## config.mk

```make
export PLATFORM = sky130hd
export DESIGN_NAME = pkt_serializer
export DESIGN_NICKNAME = d
export VERILOG_FILES = /design/src/rtl/pkt_serializer.sv
export SDC_FILE = /design/constraint.sdc
export NUM_CORES = 1
export LEC_CHECK = 0
export BUFFER_PORTS_ARGS = -buffer_cell sky130_fd_sc_hd__buf_4
export CAP_MARGIN = 20
export CORE_AREA = 2 2 119 121
export CTS_CLUSTER_DIAMETER = 120
export CTS_CLUSTER_SIZE = 20
export DETAILED_ROUTE_END_ITERATION = 10
export DIE_AREA = 0 0 121 123
export PLACE_DENSITY = 0.89
export SETUP_SLACK_MARGIN = 0.2
export SLEW_MARGIN = 25
export SYNTH_ARGS = -nofsm -noshare
export SYNTH_HDL_FRONTEND = slang
export SYNTH_SLANG_ARGS = --single-unit
```

## constraint.sdc

```tcl
create_clock -name clk -period 3 [get_ports clk]
set_input_delay 0.6 -clock clk [delete_from_list [all_inputs] [get_ports clk]]
set_output_delay 0.6 -clock clk [all_outputs]
set_load 0.01 [all_outputs]
```

## src/rtl/pkt_serializer.sv

```systemverilog
// Packet-to-beat serializer: latches one PACKET_SIZE-bit packet and streams it
// out LSB beat first over a valid/ready beat interface.
module pkt_serializer #(
    parameter int unsigned PACKET_SIZE = 114,
    parameter int unsigned BEAT_WIDTH  = 32,
    parameter int unsigned CNT_W       = 16
) (
    input  logic                            clk,
    input  logic                            rst,
    input  logic                            pkt_valid_i,
    input  logic [PACKET_SIZE-1:0]          pkt_data_i,
    output logic                            pkt_ready_o,
    output logic                            beat_valid_o,
    output logic [BEAT_WIDTH-1:0]           beat_data_o,
    output logic [$clog2(BEAT_WIDTH+1)-1:0] beat_nbits_o,
    output logic                            beat_last_o,
    input  logic                            beat_ready_i,
    input  logic                            flush_i,
    output logic                            busy_o,
    output logic                            pkt_done_o,
    output logic [CNT_W-1:0]                pkt_cnt_o
);

    localparam int unsigned NBEATS = (PACKET_SIZE + BEAT_WIDTH - 1) / BEAT_WIDTH;
    localparam int unsigned IDX_W  = (NBEATS > 1) ? $clog2(NBEATS) : 1;
    localparam int unsigned NB_W   = $clog2(BEAT_WIDTH + 1);
    localparam int unsigned PAD_W  = NBEATS * BEAT_WIDTH;

    localparam logic [IDX_W-1:0] LAST_IDX   = IDX_W'(NBEATS - 1);
    localparam logic [NB_W-1:0]  FULL_NBITS = NB_W'(BEAT_WIDTH);
    localparam logic [NB_W-1:0]  LAST_NBITS = NB_W'(PACKET_SIZE - (NBEATS - 1) * BEAT_WIDTH);

    typedef enum logic {
        IDLE,
        SEND
    } state_t;

    state_t                              state;
    logic [NBEATS-1:0][BEAT_WIDTH-1:0]   shadow;
    logic [NBEATS-1:0][BEAT_WIDTH-1:0]   pkt_beats;
    logic [PAD_W-1:0]                    pkt_pad;
    logic [IDX_W-1:0]                    idx;
    logic [IDX_W-1:0]                    idx_nxt;

    // Zero-extend the packet to a whole number of beats so the tail beat reads 0 above PACKET_SIZE.
    always_comb begin
        pkt_pad                  = '0;
        pkt_pad[PACKET_SIZE-1:0] = pkt_data_i;
        pkt_beats                = pkt_pad;
        idx_nxt                  = idx + IDX_W'(1);
    end

    assign pkt_ready_o = (state == IDLE);

    function automatic logic [NB_W-1:0] nbits_for(input logic [IDX_W-1:0] i);
        return (i == LAST_IDX) ? LAST_NBITS : FULL_NBITS;
    endfunction

    always_ff @(posedge clk) begin
        if (rst) begin
            state        <= IDLE;
            shadow       <= '0;
            idx          <= '0;
            beat_valid_o <= 1'b0;
            beat_data_o  <= '0;
            beat_nbits_o <= '0;
            beat_last_o  <= 1'b0;
            busy_o       <= 1'b0;
            pkt_done_o   <= 1'b0;
            pkt_cnt_o    <= '0;
        end else begin
            pkt_done_o <= 1'b0;
            case (state)
                IDLE: begin
                    // flush_i has no effect here; a pending packet is still taken.
                    if (pkt_valid_i) begin
                        shadow       <= pkt_beats;
                        idx          <= '0;
                        state        <= SEND;
                        busy_o       <= 1'b1;
                        beat_valid_o <= 1'b1;
                        beat_data_o  <= pkt_beats[0];
                        beat_nbits_o <= nbits_for('0);
                        beat_last_o  <= (LAST_IDX == '0);
                    end
                end
                SEND: begin
                    if (flush_i) begin
                        // Abort wins over a same-cycle last-beat handshake.
                        state        <= IDLE;
                        idx          <= '0;
                        busy_o       <= 1'b0;
                        beat_valid_o <= 1'b0;
                        beat_data_o  <= '0;
                        beat_nbits_o <= '0;
                        beat_last_o  <= 1'b0;
                    end else if (beat_ready_i) begin
                        if (idx == LAST_IDX) begin
                            state        <= IDLE;
                            idx          <= '0;
                            busy_o       <= 1'b0;
                            beat_valid_o <= 1'b0;
                            beat_data_o  <= '0;
                            beat_nbits_o <= '0;
                            beat_last_o  <= 1'b0;
                            pkt_done_o   <= 1'b1;
                            pkt_cnt_o    <= pkt_cnt_o + CNT_W'(1);
                        end else begin
                            idx          <= idx_nxt;
                            beat_data_o  <= shadow[idx_nxt];
                            beat_nbits_o <= nbits_for(idx_nxt);
                            beat_last_o  <= (idx_nxt == LAST_IDX);
                        end
                    end
                end
                default: state <= IDLE;
            endcase
        end
    end

endmodule

```

Word level (Yosys, flattened, before mapping)
Cells that the tools add are included.
- register bits after elaboration: 174
- latch bits: 0
- RAM bits: 0
- memory bits (read-only): 0
- input port bits: 119
- output and inout bits: 59
- logic and storage cells: 62
- memories: 0
- add/sub/neg operators: 2
- multipliers: 0
- div/mod/pow operators: 0
- $lt $le $gt $ge: 1
- eq/ne operators: 5
- shift operators: 0
- mux-type cells: 34
- bitwise gates (word level): 3
- reductions and logical operators: 5
- operator list (kind ; number):
    $mux W32 ; 5
    $bmux W32 S2 ; 1
    $pmux W32 S2 ; 1
    $mux W6 ; 5
    $add A16 B1 Y16 const B ; 1
    $mux W1 ; 13
    $pmux W6 S2 ; 1
    $mux W2 ; 4
    $pmux W1 S2 ; 3
    $eq A2 B2 Y1 const B ; 2
    $pmux W2 S2 ; 1
    $reduce_and A2 Y1 ; 2
    $reduce_and A4 Y1 ; 1
    $reduce_or A4 Y1 ; 1
    $lt A2 B3 Y1 const B ; 1
    $ne A3 B2 Y1 const B ; 1
    $ne A3 B3 Y1 const B ; 1
    $not A1 Y1 ; 3
    $reduce_and A3 Y1 ; 1
    $add A2 B1 Y2 const B ; 1
    $ne A2 B2 Y1 const B ; 1

Longest topological paths before layout
- depth after elaboration: 7
- depth in mapped cells: 11
- mapped depth without buffers: 6

Least setup slack after synthesis
No wires, ideal clock.
- kind: register to register
- from: register idx[0]
- to: register beat_data_o[12]
- setup time: 134 ps
- data arrival time: 2347 ps
- path slack: 519 ps
- cell stages (with the launch flop): 11
- path buffers: 5
- clock period less this slack: 2481 ps
- cells stage by stage: dfxtp_1 > buf_2 > buf_2 > inv_1 > clkbuf_1 > ha_1 > buf_2 > buf_1 > mux4_2 > nand2_1 > a211oi_1
- word-level cells in the longest chain between the ends: 7
- RTL lines (element ; RTL line ; text):
    start: declaration ; 42 ; logic [IDX_W-1:0] idx;
    start signal: assignment ; 109 ; idx <= idx_nxt;
    $add A2 B1 Y2 ; 50 ; idx_nxt = idx + IDX_W'(1);
    $bmux W32 S2 ; 110 ; beat_data_o <= shadow[idx_nxt];
    $mux W32 (not written as such) ; 110 ;
    $mux W32 (*) ; 98 ; if (idx == LAST_IDX) begin
    $mux W32 (*) ; 97 ; end else if (beat_ready_i) begin
    $mux W32 (*) ; 88 ; if (flush_i) begin
    $pmux W32 S2 (*) ; 73 ; case (state)
    end signal: assignment ; 82 ; beat_data_o <= pkt_beats[0];
    end signal: assignment ; 110 ;
    end: declaration ; 14 ; output logic [BEAT_WIDTH-1:0] beat_data_o,
Mark *: on every way between the ends. The rest lies on a longest branch, timed or not. The select of a mux whose other input is x is not followed.
A chain may end at the register's enable or synchronous reset.

Worst setup path in the final report
- from: register idx[0]
- to: register beat_data_o[29]
Same word-level chain as after synthesis.

==> flow_metrics.env <==
export IMPL_critPathKind="register to register"
export IMPL_synthMostInstantiatedCell="nand2_1"
export IMPL_grt_pass1_vias=6277
export IMPL_cts_made_buffers=17
export IMPL_drc=0
export IMPL_cp_max_fo=21
export IMPL_fp_dieH_um=123
export IMPL_worstRegToRegCells=7
export IMPL_syn_cell_area_um2=7100
export IMPL_grt_use_total_pct=26.3
export IMPL_synth_mux_area_share_pct=7.83
export IMPL_endpoint_kind="register"
export IMPL_multi_input_area_um2=3420
export IMPL_startpoint_type="register"
export IMPL_dp_hpwl_um=13100
export IMPL_routedWlPerCell_um=16.1
export IMPL_holdPathStages=3
export IMPL_rsz0062_at_grt="no"
export IMPL_maxSlewViolCount=0
export IMPL_r2r_start="idx[0]"
export IMPL_clock_fmax_mhz=467
export IMPL_synthXorXnorAreaFrac_pct=1.23
export IMPL_synth_compound_area_share_pct=15.9
export IMPL_dpl_cell_count=1171
export IMPL_finalSetupViolations=0
export IMPL_max_slew_margin_pct=56.5
export IMPL_hold_viol_final=0
export IMPL_synth_common_cells="nand2_1 (267), dfxtp_1 (169), a21oi_1 (124)"
export IMPL_cts_sinks=169
export IMPL_ys_types=36
export IMPL_clk_pin_slew_ns=0.06
export IMPL_synth_top_area_cell="dfxtp_1"
export IMPL_ant_nets=0
export IMPL_hold_buffers=0
export IMPL_yosys_warnings=0
export IMPL_fill_cells=1123
export IMPL_power_density_nw_per_um2=573
export IMPL_grt_overflow=0
export IMPL_core_area_um2=13600
export IMPL_seq_area_frac_synth_pct=47.7
export IMPL_cts_tree="built"
export IMPL_n_antenna_cell=0
export IMPL_seqCellArea_um2=3380
export IMPL_synth_top_area_share_pct=47.7
export IMPL_fin_setup_tns_ns=0
export IMPL_clock_latency_ns=0.43
export IMPL_dieArea_um2=14900
export IMPL_finalCritPeriodShare_pct=71.4
export IMPL_timing_final_ws_setup_ns=0.857
export IMPL_nNetsFinal=1134
export IMPL_cts_resized=0
export IMPL_syn_avg_cell_area_um2=8.14
export IMPL_clockRootBuffer="clkbuf_16"
export IMPL_synth_top_family_by_area="simple AND/OR/NAND/NOR gates"
export IMPL_p_leak_nw=3.76
export IMPL_critPathSlowestCell="ha_2"
export IMPL_synthCells=872
export IMPL_async_flop_share_pct=0
export IMPL_crit_arrival_ns=2.48
export IMPL_min_period_ns=2.14
export IMPL_start_util_pct=52.2
export IMPL_peakVddDrop_mv=0.433
export IMPL_synth_adder_area_share_pct=0.881
export IMPL_timing_hold_ws_ns=0.416
export IMPL_drtPass1Iterations=6
export IMPL_antenna_found_initial=0
export IMPL_tightest_slew_ns=0.652
export IMPL_drive_above_1_share_pct=24.3
export IMPL_postCtsSetupBuffers=0
export IMPL_post_route_util_pct=66.6
export IMPL_h_tree_depth=4
export IMPL_rows=43
export IMPL_fin_skew_ns=0.00626
export IMPL_reg2reg_to="beat_data_o[29]"
export IMPL_slowest_delay_ns=0.68
export IMPL_grt_max_degree=95
export IMPL_path_cells="inv_1, ha_2, buf_4, mux2i_1, o21ai_0, nand2_1, a211oi_1"
export IMPL_wirelength_um=19400
export IMPL_cts_buffer_depth=2
export IMPL_drv_cap=0
export IMPL_post_synth_and_or_nand_nor_area_fraction_pct=21.7
export IMPL_gp_congestion=0.857
export IMPL_synth_edf_count=0
export IMPL_num_vias=6691
export IMPL_area_delta_synth_final_pct=27.6
export IMPL_required_ns=3.34
export IMPL_rrSetupSlack_ns=0.86
export IMPL_synthFlopType="dfxtp_1"
export IMPL_synth_area_top_cells="dfxtp_1 (48%), nand2_1 (14%), a21oi_1 (8.7%)"
export IMPL_instances_no_fill=1203
export IMPL_holdCritStartpoint="pkt_data_i[48]"
export IMPL_grt_pass1_wl_um=30400
export IMPL_detailedRoute_firstIterationViolations=451
export IMPL_synth_seq_cells=169
export IMPL_io_buffers=174
export IMPL_via_per_inst=5.56
export IMPL_status="complete, no violations"
export IMPL_place_ws_ns=0.795
export IMPL_hold_path_class="primary input to register"
export IMPL_num_io_pins=178
export IMPL_die_x_um=121
export IMPL_min_to="shadow[48]"
[power by group]
group | internal [mW] | total (mW) | switching, mW
logic | 0.315 | 0.681 | 0.366
clock network | 1.20 | 2.05 | 0.849
registers | 2.38 | 2.47 | 0.0845
total | 3.89 | 5.19 | 1.30
[per-layer routing]
metal	GRT usage, %	share of wire (%)
met1	32.6	41
met2	43.1	49
met3	6.96	7.0
met4	11.7	3.1
met5	0	0
[critical path: cells and delay by family, from the launching register on]
kind	cells	cell delay [ns]
flip-flops	1	0.38
multiplexers	1	0.12
buffers and inverters	2	0.44
adder cells (fa/ha/maj)	1	0.68
AO/OA/AOI/OAI	2	0.36
AND/OR/NAND/NOR	1	0.08
[worst max path at each step]
stage,from,to
6_report,idx[0],beat_data_o[29]
5_1_grt,idx[0],beat_data_o[29]
4_1_cts,idx[0],beat_data_o[29]
3_5_place_dp,flush_i,pkt_cnt_o[14]
3_3_place_gp,flush_i,pkt_cnt_o[14]
2_1_floorplan,idx[0],beat_data_o[12]
[per-stage QoR]
step           total power [mW]  instance area, um^2
4_1_cts                    5.21                 9060
5_1_grt                    5.41                 9060
2_1_floorplan              2.87                 7110
3_5_place_dp               3.19                 8510
6_report                   5.19                 9060
3_3_place_gp               3.17                 8510
[kinds of logic (layout without fill, tap and decap cells)]
logic type      count (synthesis)  in the layout
flops                         169            169
buf+inv                        80            229
compound gates                207            207
fa+ha+maj                       5              5
xor+xnor                       10             10
other cells                     1              3
simple gates                  367            367
mux                            33             33
[cell usage in the layout, fill, tap and decap left out, drive strengths merged, types with 3 or more instances in the layout]
cell	Yosys	layout
a211oi	30	30
a21oi	124	124
a221oi	3	3
buf	15	191
clkbuf	59	23
clkinv	0	7
conb	1	3
dfxtp	169	169
ha	5	5
inv	6	6
mux2i	15	15
mux4	18	18
nand2	267	267
nand2b	3	3
nand3	5	5
nand3b	14	14
nand4	5	5
nor2	52	52
nor3	9	9
nor4	3	3
o21ai	47	47
xnor2	7	7
xor2	3	3
[sequential cells by signal (all words and copies together), names as in the netlist]
| signal | flops |
|---|---|
| pkt_done_o | 1 |
| shadow | 114 |
| busy_o | 1 |
| idx | 2 |
| pkt_cnt_o | 16 |
| state | 1 |
| beat_nbits_o | 2 |
| beat_data_o | 32 |
[area by class of cell]
class | count | area share [%]
Timing Repair Buffer | 191 | 16.1
Tap cell | 180 | 2.49
Inverter | 6 | 0.249
Clock inverter | 9 | 0.801
Sequential cell | 169 | 37.4
Clock buffer | 23 | 5.28
Multi-Input combinational cell | 625 | 37.7
(Power assumes the default switching activity.)
